## src/rtl/axis_pkt_gen_pkg.sv

```systemverilog
`default_nettype none
// ============================================================================
// Module   : pkt_gen_pkg
// Purpose  : Shared constants, FSM state type and length helper for the
//            AXI-Stream packet generator.
// Contents : c_BYTES, c_MTY_WIDTH, c_MIN_LEN, c_MAX_LEN, c_BEAT_W,
//            state_t {IDLE, SEND, GAP}, clamp_len()
// Revision : 1.0 - initial release
// ============================================================================
package pkt_gen_pkg;

  localparam int c_BYTES     = 32;
  localparam int c_MTY_WIDTH = 5;
  localparam int c_MIN_LEN   = 64;
  localparam int c_MAX_LEN   = 9600;
  // 9600/32 = 300 beats, so 9 bits cover the largest packet.
  localparam int c_BEAT_W    = 9;

  typedef enum logic [1:0] {
    IDLE = 2'd0,
    SEND = 2'd1,
    GAP  = 2'd2
  } state_t;

  // Clamp a requested byte length into [min_len, max_len].
  function automatic logic [15:0] clamp_len(input logic [15:0] len,
                                            input int          min_len,
                                            input int          max_len);
    logic [15:0] res;
    res = len;
    if (len < 16'(min_len)) res = 16'(min_len);
    else if (len > 16'(max_len)) res = 16'(max_len);
    return res;
  endfunction

endpackage
`default_nettype wire

```

## src/rtl/axis_pkt_gen_if.sv

```systemverilog
`default_nettype none
// ============================================================================
// Module   : axis_pkt_gen_if
// Purpose  : AXI-Stream bundle (tvalid/tready/tdata/tlast/tuser_mty).
// Modports : master - drives tvalid/tdata/tlast/tuser_mty, samples tready
//            slave  - samples tvalid/tdata/tlast/tuser_mty, drives tready
// Revision : 1.0 - initial release
// ============================================================================
interface axis_pkt_gen_if #(
  parameter int DATA_WIDTH = 256,
  parameter int MTY_WIDTH  = 5
);

  logic                  tvalid;
  logic                  tready;
  logic [DATA_WIDTH-1:0] tdata;
  logic                  tlast;
  logic [MTY_WIDTH-1:0]  tuser_mty;

  modport master (
    output tvalid,
    output tdata,
    output tlast,
    output tuser_mty,
    input  tready
  );

  modport slave (
    input  tvalid,
    input  tdata,
    input  tlast,
    input  tuser_mty,
    output tready
  );

endinterface
`default_nettype wire

```

## src/rtl/axis_pkt_gen_beat_fmt.sv

```systemverilog
`default_nettype none
// ============================================================================
// Module   : pkt_gen_beat_fmt
// Purpose  : Combinational beat formatter. Builds one tdata word from the
//            beat index and packet seed: byte k of the packet is
//            (k + seed) mod 256, byte 0 of the beat in the MSB lane, empty
//            bytes of the last beat (LSB end) forced to zero.
// Macro    : PKT_GEN_SEQ_HDR_EN - when defined, bytes 0..3 of beat 0 carry
//            the 32-bit sequence number, big-endian.
// Ports    : beat_idx  in  beat number within the packet
//            seed      in  pattern seed for this packet
//            mty       in  empty-byte count (meaningful when is_last)
//            is_last   in  this is the final beat of the packet
//            seq       in  sequence number (only with PKT_GEN_SEQ_HDR_EN)
//            tdata     out formatted beat
// Revision : 1.0 - initial release
// ============================================================================
module pkt_gen_beat_fmt
  import pkt_gen_pkg::*;
#(
  parameter int DATA_WIDTH = 256,
  parameter int MTY_WIDTH  = 5
) (
  input  wire logic [c_BEAT_W-1:0]   beat_idx,
  input  wire logic [7:0]            seed,
  input  wire logic [MTY_WIDTH-1:0]  mty,
  input  wire logic                  is_last,
`ifdef PKT_GEN_SEQ_HDR_EN
  input  wire logic [31:0]           seq,
`endif
  output logic      [DATA_WIDTH-1:0] tdata
);

  localparam int c_NB = DATA_WIDTH / 8;

  // Low byte of the packet offset of this beat's byte 0.
  logic [7:0] w_base;
  assign w_base = 8'(32'(beat_idx) * c_NB);

`ifdef PKT_GEN_SEQ_HDR_EN
  logic w_first;
  assign w_first = (beat_idx == '0);
`endif

  for (genvar j = 0; j < c_NB; j++) begin : g_byte
    logic [7:0] w_pat;
    logic       w_empty;

    assign w_pat   = w_base + 8'(j) + seed;
    // Lane j is empty on the last beat when j >= BYTES - mty.
    assign w_empty = is_last && ((32'(mty) + 32'(j)) >= 32'(c_NB));

`ifdef PKT_GEN_SEQ_HDR_EN
    if (j < 4) begin : g_hdr
      assign tdata[DATA_WIDTH-1-8*j -: 8] = w_first ? seq[31-8*j -: 8]
                                          : (w_empty ? 8'h00 : w_pat);
    end else begin : g_pat
      assign tdata[DATA_WIDTH-1-8*j -: 8] = w_empty ? 8'h00 : w_pat;
    end
`else
    assign tdata[DATA_WIDTH-1-8*j -: 8] = w_empty ? 8'h00 : w_pat;
`endif
  end

endmodule
`default_nettype wire

```

## src/rtl/axis_pkt_gen.sv

```systemverilog
`default_nettype none
// ============================================================================
// Module   : axis_pkt_gen
// Purpose  : AXI-Stream packet transmitter. Sends pkt_count packets (0 =
//            continuous) of clamped length pkt_len with a deterministic byte
//            pattern and ifg_cycles idle cycles between packets.
// Macro    : PKT_GEN_SEQ_HDR_EN - adds a big-endian 32-bit sequence number
//            in bytes 0..3 of each packet.
// Ports    : clk, reset (sync, active-low)
//            start/stop      in   control
//            pkt_len         in   16-bit byte length, latched on start
//            pkt_count       in   packets to send, 0 = until stop
//            ifg_cycles      in   idle cycles between packets
//            busy/done       out  status, done is a one-cycle pulse
//            pkts_sent       out  packets completed since last start
//            m_axis          AXI-Stream master (tvalid/tdata/tlast/
//                            tuser_mty out, tready in)
// Revision : 1.0 - initial release
// ============================================================================
module axis_pkt_gen
  import pkt_gen_pkg::*;
#(
  parameter int DATA_WIDTH = 256,
  parameter int MTY_WIDTH  = c_MTY_WIDTH,
  parameter int MIN_LEN    = c_MIN_LEN,
  parameter int MAX_LEN    = c_MAX_LEN
) (
  input  wire logic        clk,
  input  wire logic        reset,
  input  wire logic        start,
  input  wire logic        stop,
  input  wire logic [15:0] pkt_len,
  input  wire logic [31:0] pkt_count,
  input  wire logic [7:0]  ifg_cycles,
  output logic             busy,
  output logic             done,
  output logic      [31:0] pkts_sent,
  axis_pkt_gen_if.master   m_axis
);

  localparam int c_NB = DATA_WIDTH / 8;

  // --------------------------------------------------------------------------
  // State
  // --------------------------------------------------------------------------
  state_t                  r_state;
  logic [c_BEAT_W-1:0]     r_beats;
  logic [MTY_WIDTH-1:0]    r_last_mty;
  logic [31:0]             r_pkt_count;
  logic [7:0]              r_ifg;
  logic [7:0]              r_gap_cnt;
  logic [c_BEAT_W-1:0]     r_beat_idx;
  logic [31:0]             r_pkts_sent;
  logic                    r_stop_pend;
  logic                    r_done;
  logic                    r_tvalid;
  logic [DATA_WIDTH-1:0]   r_tdata;
  logic                    r_tlast;
  logic [MTY_WIDTH-1:0]    r_mty;

  // --------------------------------------------------------------------------
  // Length decode of the live pkt_len input (used only at start)
  // --------------------------------------------------------------------------
  logic [15:0]             w_len;
  logic [15:0]             w_len_rnd;
  logic [c_BEAT_W-1:0]     w_cfg_beats;
  logic [MTY_WIDTH-1:0]    w_cfg_mty;

  assign w_len       = clamp_len(pkt_len, MIN_LEN, MAX_LEN);
  assign w_len_rnd   = w_len + 16'(c_NB - 1);
  assign w_cfg_beats = c_BEAT_W'(w_len_rnd / 16'(c_NB));
  // beats*BYTES - len is just (-len) mod BYTES.
  assign w_cfg_mty   = MTY_WIDTH'(16'd0 - w_len);

  // --------------------------------------------------------------------------
  // Handshake and decisions
  // --------------------------------------------------------------------------
  logic        w_hs;
  logic        w_stop_req;
  logic [31:0] w_pkts_inc;
  logic        w_finish;

  assign w_hs       = r_tvalid && m_axis.tready;
  assign w_stop_req = r_stop_pend || stop;
  assign w_pkts_inc = r_pkts_sent + 32'd1;
  assign w_finish   = ((r_pkt_count != 32'd0) && (w_pkts_inc == r_pkt_count))
                    || w_stop_req;

  // --------------------------------------------------------------------------
  // Next-beat descriptor. Whenever a beat is loaded it is either the next
  // beat of the current packet (SEND, not last) or beat 0 of a new packet.
  // A new packet directly after a last-beat handshake uses the incremented
  // packet count as its seed, since r_pkts_sent updates on that same edge.
  // --------------------------------------------------------------------------
  logic [c_BEAT_W-1:0]     w_nx_idx;
  logic [c_BEAT_W-1:0]     w_nx_beats;
  logic [MTY_WIDTH-1:0]    w_nx_mty_cfg;
  logic                    w_nx_last;
  logic [MTY_WIDTH-1:0]    w_nx_mty;
  logic [7:0]              w_nx_seed;
  logic [DATA_WIDTH-1:0]   w_fmt_data;

  assign w_nx_idx     = ((r_state == SEND) && !r_tlast) ? r_beat_idx + 1'b1 : '0;
  assign w_nx_beats   = (r_state == IDLE) ? w_cfg_beats : r_beats;
  assign w_nx_mty_cfg = (r_state == IDLE) ? w_cfg_mty : r_last_mty;
  assign w_nx_last    = (w_nx_idx == (w_nx_beats - 1'b1));
  assign w_nx_mty     = w_nx_last ? w_nx_mty_cfg : '0;
  assign w_nx_seed    = (r_state == IDLE)               ? 8'd0 :
                        ((r_state == SEND) && r_tlast)  ? r_pkts_sent[7:0] + 8'd1 :
                                                          r_pkts_sent[7:0];

`ifdef PKT_GEN_SEQ_HDR_EN
  logic [31:0] w_nx_seq;
  assign w_nx_seq = (r_state == IDLE)              ? 32'd0 :
                    ((r_state == SEND) && r_tlast) ? w_pkts_inc :
                                                     r_pkts_sent;
`endif

  pkt_gen_beat_fmt #(
    .DATA_WIDTH (DATA_WIDTH),
    .MTY_WIDTH  (MTY_WIDTH)
  ) u_fmt (
    .beat_idx (w_nx_idx),
    .seed     (w_nx_seed),
    .mty      (w_nx_mty),
    .is_last  (w_nx_last),
`ifdef PKT_GEN_SEQ_HDR_EN
    .seq      (w_nx_seq),
`endif
    .tdata    (w_fmt_data)
  );

  // --------------------------------------------------------------------------
  // FSM, counters and registered outputs
  // --------------------------------------------------------------------------
  always_ff @(posedge clk) begin
    if (!reset) begin
      r_state     <= IDLE;
      r_beats     <= '0;
      r_last_mty  <= '0;
      r_pkt_count <= '0;
      r_ifg       <= '0;
      r_gap_cnt   <= '0;
      r_beat_idx  <= '0;
      r_pkts_sent <= '0;
      r_stop_pend <= 1'b0;
      r_done      <= 1'b0;
      r_tvalid    <= 1'b0;
      r_tdata     <= '0;
      r_tlast     <= 1'b0;
      r_mty       <= '0;
    end else begin
      r_done <= 1'b0;
      case (r_state)
        IDLE: begin
          r_stop_pend <= 1'b0;
          if (start) begin
            r_beats     <= w_cfg_beats;
            r_last_mty  <= w_cfg_mty;
            r_pkt_count <= pkt_count;
            r_ifg       <= ifg_cycles;
            r_pkts_sent <= '0;
            r_beat_idx  <= w_nx_idx;
            r_tvalid    <= 1'b1;
            r_tdata     <= w_fmt_data;
            r_tlast     <= w_nx_last;
            r_mty       <= w_nx_mty;
            r_state     <= SEND;
          end
        end

        SEND: begin
          if (stop) r_stop_pend <= 1'b1;
          if (w_hs) begin
            if (r_tlast && (w_finish || (r_ifg != 8'd0))) begin
              // Packet complete and the bus goes idle.
              r_pkts_sent <= w_pkts_inc;
              r_tvalid    <= 1'b0;
              r_tdata     <= '0;
              r_tlast     <= 1'b0;
              r_mty       <= '0;
              if (w_finish) begin
                r_done  <= 1'b1;
                r_state <= IDLE;
              end else begin
                r_gap_cnt <= r_ifg - 8'd1;
                r_state   <= GAP;
              end
            end else begin
              // Next beat, either within this packet or back-to-back
              // into the next one.
              if (r_tlast) r_pkts_sent <= w_pkts_inc;
              r_beat_idx <= w_nx_idx;
              r_tdata    <= w_fmt_data;
              r_tlast    <= w_nx_last;
              r_mty      <= w_nx_mty;
            end
          end
        end

        GAP: begin
          if (w_stop_req) begin
            r_done  <= 1'b1;
            r_state <= IDLE;
          end else if (r_gap_cnt == 8'd0) begin
            r_beat_idx <= w_nx_idx;
            r_tvalid   <= 1'b1;
            r_tdata    <= w_fmt_data;
            r_tlast    <= w_nx_last;
            r_mty      <= w_nx_mty;
            r_state    <= SEND;
          end else begin
            r_gap_cnt <= r_gap_cnt - 8'd1;
          end
        end

        default: r_state <= IDLE;
      endcase
    end
  end

  assign busy             = (r_state != IDLE);
  assign done             = r_done;
  assign pkts_sent        = r_pkts_sent;
  assign m_axis.tvalid    = r_tvalid;
  assign m_axis.tdata     = r_tdata;
  assign m_axis.tlast     = r_tlast;
  assign m_axis.tuser_mty = r_mty;

endmodule
`default_nettype wire

```

## src/flat_wrapper.sv

```systemverilog
// flat-port wrapper written by rule: the top's interface ports become plain ports
module axis_pkt_gen_flat import pkt_gen_pkg::*;
#(
  parameter int DATA_WIDTH = 256,
  parameter int MTY_WIDTH  = c_MTY_WIDTH,
  parameter int MIN_LEN    = c_MIN_LEN,
  parameter int MAX_LEN    = c_MAX_LEN
)
  (clk, reset, start, stop, pkt_len, pkt_count, ifg_cycles, busy, done, pkts_sent, m_axis_tvalid, m_axis_tdata, m_axis_tlast, m_axis_tuser_mty, m_axis_tready);
  axis_pkt_gen_if #(.DATA_WIDTH(DATA_WIDTH), .MTY_WIDTH(MTY_WIDTH)) m_axis_i ();
  input  wire logic clk;
  input  wire logic reset;
  input  wire logic start;
  input  wire logic stop;
  input  wire logic [15:0] pkt_len;
  input  wire logic [31:0] pkt_count;
  input  wire logic [7:0] ifg_cycles;
  output logic busy;
  output logic done;
  output logic      [31:0] pkts_sent;
  output wire logic [$bits(m_axis_i.tvalid)-1:0] m_axis_tvalid;
  output wire logic [$bits(m_axis_i.tdata)-1:0] m_axis_tdata;
  output wire logic [$bits(m_axis_i.tlast)-1:0] m_axis_tlast;
  output wire logic [$bits(m_axis_i.tuser_mty)-1:0] m_axis_tuser_mty;
  input wire logic [$bits(m_axis_i.tready)-1:0] m_axis_tready;
  assign m_axis_tvalid = m_axis_i.tvalid;
  assign m_axis_tdata = m_axis_i.tdata;
  assign m_axis_tlast = m_axis_i.tlast;
  assign m_axis_tuser_mty = m_axis_i.tuser_mty;
  assign m_axis_i.tready = m_axis_tready;
  axis_pkt_gen #(.DATA_WIDTH(DATA_WIDTH), .MTY_WIDTH(MTY_WIDTH), .MIN_LEN(MIN_LEN), .MAX_LEN(MAX_LEN)) u_core (.clk(clk), .reset(reset), .start(start), .stop(stop), .pkt_len(pkt_len), .pkt_count(pkt_count), .ifg_cycles(ifg_cycles), .busy(busy), .done(done), .pkts_sent(pkts_sent), .m_axis(m_axis_i));
endmodule
```

## config.mk

```make
export PLATFORM = sky130hd
export DESIGN_NAME = axis_pkt_gen_flat
export DESIGN_NICKNAME = d
export VERILOG_FILES = /design/src/rtl/axis_pkt_gen_pkg.sv /design/src/rtl/axis_pkt_gen_if.sv /design/src/rtl/axis_pkt_gen_beat_fmt.sv /design/src/rtl/axis_pkt_gen.sv /design/src/flat_wrapper.sv
export SDC_FILE = /design/constraint.sdc
export NUM_CORES = 1
export LEC_CHECK = 0
export ABC_AREA = 1
export CORE_MARGIN = 1.5
export CORE_UTILIZATION = 32
export CTS_CLUSTER_DIAMETER = 200
export DETAILED_ROUTE_END_ITERATION = 8
export PLACE_DENSITY = 0.49
export SETUP_SLACK_MARGIN = 0.2
export SLEW_MARGIN = 10
export SYNTH_ARGS = -nofsm -noshare
export SYNTH_HDL_FRONTEND = slang
export SYNTH_SLANG_ARGS = --single-unit
```

## constraint.sdc

```tcl
create_clock -name clk -period 5.2 [get_ports clk]
set_clock_uncertainty 0.15 [all_clocks]
set_input_delay 1.04 -clock clk [delete_from_list [all_inputs] [get_ports clk]]
set_output_delay 1.04 -clock clk [all_outputs]
set_load 0.02 [all_outputs]
```

==> run metrics, run 1 <==
Detail Placement HPWL=60.1 mm; Area Growth Syn to Fin=33.9%; final WL=80.1 mm; Layout Nets=3192; core footprint=59000 um2; RSZ-0062 raised after global routing=false; TritonCTS clock tree=yes; Syn Nets=2826; ranking of synthesized cells by area=dfxtp_1 39%, nand2_1 14%, a21oi_1 9.7%, xor2_1 5.3%, nor2_1 4.5%; hold crit path type=reg2reg; # clock sinks=370; floorplan die width=247 um; drt via density=4.99; Post-DP Area=24000 um2; utilization after layout=43.3%; die area=61200 um2; violation count after the first detailed-route iteration=1335; input/output buffers=357; final antenna-violating net count=0; Pre-antenna DRT Iters=5; global route total overflow=0; fin area=25600 um2; Required @ worst endpoint=5.49 ns; area leader, netlist=dfxtp_1; Total Routing Usage GR=25.8%; pin count of the biggest net entering global routing=236; drt wl/cell=20.5 um; # setup viols final=0; CTS Hold Bufs=0; fin worst setup slack=0.534 ns; die height=247 um; Synth top area share=38.8%; relative slew slack=14.9%; Worst-Margin Slew=1.28 ns; dpl ws=-0.00700 ns; via count=19468; Crit path largest cell delay=0.52 ns; routability cong.=0.946; CTS root buf=clkbuf_16; max-slew violation count=0; post-CTS setup repair buffer count=0; crit-path max FO=11; Site Rows=89; Worst Setup End Kind=flop; fraction of layout cells with a size suffix above 1=9.87%; Unique masters post-synth=53; cell with the largest stage delay on the worst path=clkdlybuf4s50_1; Final Hold Vio Count=0; Leak Pwr=10.4 nW; syn_area_per_cell=6.99 um2; Synth warnings=0; Synth Register Bits=370; maxcap violations=0; Top cell by count, worst path=nand2_1; period utilisation layout=89.7%; IO Pins=358; Pwr Density=504 nW/um2; Data arrival, critical path=4.96 ns; outcome=finished, final reports clean; peak supply drop=0.000346 V; H-Tree Depth=2; initial antenna violation count=1; Setup CP Type=in2reg; number of global-route vias before repair=19252; Max Freq=214 MHz; Max clock buf depth=3; Initial Util=32.4%; type of origin of the critical path=primary input; first-pass GRT wire length=119 mm; sequential share of the synthesized area=38.8%; final setup TNS=0 ns; total CTS buffers=45; Syn Inst Count=2732; Period minus WS final=4.67 ns; DRC Markers=0; cell area after synthesis=19100 um2; Worst-Skew Late Latency=0.58 ns; clk slew on worst S/H paths=0.05 ns
per-layer routing:
layer  vias up  routed length (um)  GRT usage, %
met1      9211               34700          32.3
met3       100                5570          6.41
met5         -                   0             0
met2       562               37800          43.8
li1       9595                   -             -
met4         0                2030          6.83
synthesized netlist by cell type (all sizes together):
| master | number |
|---|---|
| a2111oi | 1 |
| a211oi | 1 |
| a21o | 1 |
| a21oi | 370 |
| a31o | 1 |
| a31oi | 6 |
| and2 | 1 |
| and3 | 2 |
| buf | 40 |
| clkbuf | 97 |
| clkinv | 2 |
| dfxtp | 370 |
| fa | 2 |
| ha | 31 |
| inv | 211 |
| mux2i | 5 |
| nand2 | 759 |
| nand3 | 167 |
| nand3b | 10 |
| nand4 | 37 |
| nor2 | 255 |
| nor3 | 25 |
| nor4 | 17 |
| o211ai | 8 |
| o21a | 1 |
| o21ai | 148 |
| o21bai | 1 |
| o221ai | 1 |
| o31ai | 1 |
| or2 | 18 |
| xnor2 | 28 |
| xor2 | 115 |
where the power goes:
group / switching (W) / internal (W) / total, W / leakage [nW]
logic: 0.00370 / 0.00196 / 0.00566 / 6.62
registers: 0.000434 / 0.00345 / 0.00388 / 3.02
clock network: 0.00128 / 0.00206 / 0.00334 / 0.763
path summary, 6_finish.rpt:
| kind | start | end | slack (ns) | cells after the start |
|---|---|---|---|---|
| hold / removal | u_core.m_axis.tdata[51]$_SDFFE_PN0P_ | u_core.m_axis.tdata[51]$_SDFFE_PN0P_ | 0.31 | 2 |
| setup reg to reg | u_core.r_state[1]$_SDFFE_PN0P_ | u_core.m_axis.tdata[38]$_SDFFE_PN0P_ | 0.68 | 16 |
| setup / recovery | pkt_len[8] | u_core.m_axis.tdata[49]$_SDFFE_PN0P_ | 0.53 | 31 |
| hold reg to reg | u_core.m_axis.tdata[51]$_SDFFE_PN0P_ | u_core.m_axis.tdata[51]$_SDFFE_PN0P_ | 0.31 | 2 |
cells in the final DEF (no fill, tap or decap), types with 15 or more instances in the layout:
master           count
nand2_1            726
o21ai_0            130
nand3_1            150
xor2_1             115
a21oi_1            368
ha_1                31
clkbuf_16           47
inv_1              184
nand4_1             37
nor3_1              18
clkdlybuf4s50_1    353
inv_2               24
nand2_2             19
nor2_1             225
nand3_2             16
nor4_1              16
xnor2_1             28
nor2_2              15
dfxtp_1            370
buf_4               85
through the flow:
stage	instances	total power (W)	hold slack [ns]
finish	3905	0.0129	0.312
global route	3904	0.0137	0.332
CTS	3904	0.0130	0.316
detailed placement	3824	0.00962	0.306
global placement	3824	0.00958	0.304
floorplan	2732	0.00725	0.291
sequential cells by signal, indices dropped and copies added, names as in the netlist:
name,cells
u_core.m_axis.tvalid,1
u_core.m_axis.tdata,256
u_core.r_stop_pend,1
u_core.r_beats,9
u_core.pkts_sent,32
u_core.r_gap_cnt,8
u_core.r_pkt_count,32
u_core.r_last_mty,5
u_core.r_state,2
u_core.m_axis.tlast,1
u_core.m_axis.tuser_mty,5
u_core.done,1
u_core.r_ifg,8
u_core.r_beat_idx,9
final cells by class:
class,count,area [um2]
Sequential cell,370,7410
Fill cell,6101,33500
Tap cell,773,967
Clock inverter,14,234
Multi-Input combinational cell,2012,10300
Inverter,213,817
Antenna cell,1,2.50
Timing Repair Buffer,456,4480
Clock buffer,66,1330
critical path, delay by kind of cell:
| kind | cells | cell delay [ns] |
|---|---|---|
| buffers and inverters | 5 | 0.99 |
| xor gates and xnor gates | 1 | 0.16 |
| and+or+nand+nor | 21 | 2.10 |
| adders and majority gates | 2 | 0.45 |
| AOI/OAI and AO/OA | 2 | 0.22 |
cells by family after synthesis:
family | count (synthesis) | synth area share, %
AO/OA/AOI/OAI | 540 | 14.7
XOR/XNOR | 143 | 6.56
adder cells (fa/ha/maj) | 33 | 2.24
buffers and inverters | 350 | 7.39
flip-flops | 370 | 38.8
multiplexers | 5 | 0.262
AND/OR/NAND/NOR | 1291 | 30.1
what timing repair did:
action                                 CTS  global route
resized for setup                        0            12
endpoints found under the hold margin    0             0
setup endpoints to repair                0            21
No activity file was read; power rests on OpenSTA's default activity.
==> run 2, diff against run 1 <==
CAP_MARGIN = 40   (was unset)
PLACE_DENSITY = 0.5   (was 0.49)
==> run 2 against run 1 <==
Against the previous run: final cell count increased by 0.33%; clock power decreased by 2%; global-route usage grew 0.27 points; sequential cell count stayed put; critical path depth shrank 9; die area did not move; wire length increased by 0.87%; via count rose by 0.91%; sequential share of layout area down 0.075 points; core utilization up 0.11 points; final area is 0.26% higher; maximum frequency grew 0.81%; largest cell class unchanged.
==> run metrics, run 2 (same netlist as run 1, synthesis figures left out) <==
drt wl/cell=20.6 um (was 20.5 um); routability cong.=0.953 (was 0.946); utilization after layout=43.4% (was 43.3%); Detail Placement HPWL=60.2 mm (was 60.1 mm); maxcap violations=0 (unchanged); crit path cell chain=ha_1 > nand2_1 > inv_1 > nand3_1 > nor2_1 > nand2_1 > nor3_2 > nand3_1 > nor2_1 > xor2_1 > xor2_1 > nand3_1 > nor2_1 > nand4_1 > nand3_1 > nand2_2 > nand2_4 > buf_4 > nor2_1 > buf_4 > nand3_1 > a21oi_1; Clock power frac=25.3% (was 25.9%); Buf/Inv on CP=3 (was 5); number of global-route vias before repair=19129 (was 19252); Worst Hold Launch=u_core.m_axis.tdata[255]$_SDFFE_PN0P_ (was u_core.m_axis.tdata[51]$_SDFFE_PN0P_); Period minus WS final=4.63 ns (was 4.67 ns); outcome=finished, final reports clean (unchanged); Seq pwr share=30.0% (was 30.2%); relative slew slack=34.8% (was 14.9%); peak supply drop=0.000399 V (was 0.000346 V); Top cell by count, worst path=nand3_1 (was nand2_1); Total Routing Usage GR=26.0% (was 25.8%); sw frac=42.3% (was 42.0%); hold crit path type=reg2reg (unchanged); dpl ws=-0.174 ns (was -0.00700 ns); TritonCTS clock tree=yes (unchanged); Leak Pwr=10.5 nW (was 10.4 nW); max-slew violation count=0 (unchanged); fraction of layout cells with a size suffix above 1=10.3% (was 9.87%); violation count after the first detailed-route iteration=1401 (was 1335); Final Hold Vio Count=0 (unchanged); die height=247 um (unchanged); final antenna-violating net count=0 (unchanged); Area Growth Syn to Fin=34.2% (was 33.9%); pin count of the biggest net entering global routing=155 (was 236); # clock sinks=370 (unchanged); total CTS buffers=45 (unchanged); max reg flops=256 (unchanged); global route total overflow=0 (unchanged); Required @ worst endpoint=5.57 ns (was 5.49 ns); RSZ-0062 raised after global routing=false (unchanged); Worst-Margin Slew=0.968 ns (was 1.28 ns); Switch Pwr=0.00546 W (was 0.00541 W); Data arrival, critical path=5.00 ns (was 4.96 ns); period utilisation layout=89.0% (was 89.7%); initial antenna violation count=0 (was 1); Max clock buf depth=3 (unchanged); drt via density=5.01 (was 4.99); Layout Nets=3206 (was 3192); CTS root buf=clkbuf_16 (unchanged); Pwr Density=503 nW/um2 (was 504 nW/um2); DRC Markers=0 (unchanged); IO Pins=358 (unchanged); fin worst setup slack=0.571 ns (was 0.534 ns); Max Freq=216 MHz (was 214 MHz); final WL=80.8 mm (was 80.1 mm); Initial Util=32.4% (unchanged); clk slew on worst S/H paths=0.06 ns (was 0.05 ns); core footprint=59000 um2 (unchanged); H-Tree Depth=2 (unchanged); Pre-antenna DRT Iters=6 (was 5); type of origin of the critical path=flop (was primary input); # setup viols final=0 (unchanged); crit path from=u_core.pkts_sent[0]$_SDFFE_PN0P_ (was pkt_len[8]); cell with the largest stage delay on the worst path=dfxtp_1 (was clkdlybuf4s50_1); Setup CP Type=reg2reg (was in2reg); Int Power=0.00745 W (was 0.00747 W); die area=61200 um2 (unchanged); most common cell after layout, fill and taps aside=nand2_1 (unchanged); crit-path max FO=13 (was 11); commonest cells after routing, fill and taps aside=724 x nand2_1, 370 x dfxtp_1, 369 x a21oi_1, 352 x clkdlybuf4s50_1, 226 x nor2_1 (was 726 x nand2_1, 370 x dfxtp_1, 368 x a21oi_1, 353 x clkdlybuf4s50_1, 225 x nor2_1); floorplan die width=247 um (unchanged); first-pass GRT wire length=120 mm (was 119 mm); CP delay by family, top=simple AND/OR/NAND/NOR gates (unchanged); Worst R2R Start=u_core.pkts_sent[0]$_SDFFE_PN0P_ (was u_core.r_state[1]$_SDFFE_PN0P_); Site Rows=89 (unchanged); Worst-Skew Late Latency=0.59 ns (was 0.58 ns); input/output buffers=357 (unchanged); Crit path largest cell delay=0.46 ns (was 0.52 ns); diode count=0 (was 1); post-CTS setup repair buffer count=0 (unchanged); Worst Setup End Kind=flop (unchanged); Logic pwr share=44.7% (was 43.9%); via count=19646 (was 19468)
[run 2: cell types whose count changed in the layout (fill, tap and decap cells not counted), moves of 3 or more]
cell / before / now
clkbuf_8: 8 / 15
buf_12: 12 / 9
bufinv_16: 6 / 2
buf_4: 85 / 100
[run 2: through the flow]
stage | cell area (um2) | total power [W] | TNS [ns] | instances | hold slack, ns
finish | 25600 | 0.0129 | 0 | 3918 | 0.315
global route | 25600 | 0.0137 | 0 | 3918 | 0.328
CTS | 25600 | 0.0130 | 0 | 3917 | 0.314
detailed placement | 24000 | 0.00971 | -1.11 | 3837 | 0.305
global placement | 24000 | 0.00963 | -2.05 | 3835 | 0.304
floorplan | 19100 | 0.00725 | 0 | 2732 | 0.291
[run 2: cell type report]
| cell class | instances | area (um2) |
|---|---|---|
| timing repair buffer | 470 | 4580 |
| inverter | 213 | 822 |
| sequential | 370 | 7410 |
| tap | 773 | 967 |
| multi-input combinational | 2012 | 10300 |
| clock buffer | 71 | 1420 |
| fill | 6162 | 33400 |
| clock inverter | 9 | 108 |
[run 2: path summary, 6_finish.rpt]
check | slack (ns) | to | depth (start not counted)
worst max-delay path | 0.57 | u_core.m_axis.tdata[98]$_SDFFE_PN0P_ | 22
worst min-delay path | 0.32 | u_core.m_axis.tdata[255]$_SDFFE_PN0P_ | 2
worst max register to register | 0.57 | u_core.m_axis.tdata[98]$_SDFFE_PN0P_ | 22
worst min register to register | 0.32 | u_core.m_axis.tdata[255]$_SDFFE_PN0P_ | 2
[run 2: worst reg2reg max path, cell delays in order (launching register included)]
cell and delay, ns:
dfxtp_1 0.46, ha_1 0.21, nand2_1 0.07, inv_1 0.12, nand3_1 0.13, nor2_1 0.18
nand2_1 0.12, nor3_2 0.20, nand3_1 0.19, nor2_1 0.24, xor2_1 0.30, xor2_1 0.11
nand3_1 0.11, nor2_1 0.07, nand4_1 0.13, nand3_1 0.16, nand2_2 0.28, nand2_4 0.21
buf_4 0.27, nor2_1 0.41, buf_4 0.25, nand3_1 0.08, a21oi_1 0.13
[run 2: repair_timing]
| item | 4_1_cts | 5_1_grt |
|---|---|---|
| hold buffers | 0 | 0 |
| setup endpoints to repair | 0 | 59 |
| resized for setup | 0 | 17 |
[run 2: per-layer routing]
| layer | vias to the layer above | global-route usage (%) | part of all wire [%] |
|---|---|---|---|
| li1 | 9607 | - | - |
| met1 | 9305 | 33.1 | 43 |
| met2 | 631 | 43.6 | 47 |
| met3 | 103 | 6.60 | 7.6 |
| met4 | 0 | 6.65 | 2.4 |
| met5 | - | 0 | 0 |
[run 2: power by group through the flow]
stage | Sequential, W | Combinational (W) | Clock, W
2_1_floorplan | 0.00434 | 0.00291 | 0
3_3_place_gp | 0.00393 | 0.00570 | 0
3_5_place_dp | 0.00394 | 0.00577 | 0
4_1_cts | 0.00389 | 0.00578 | 0.00332
5_1_grt | 0.00395 | 0.00627 | 0.00345
6_report | 0.00388 | 0.00577 | 0.00326
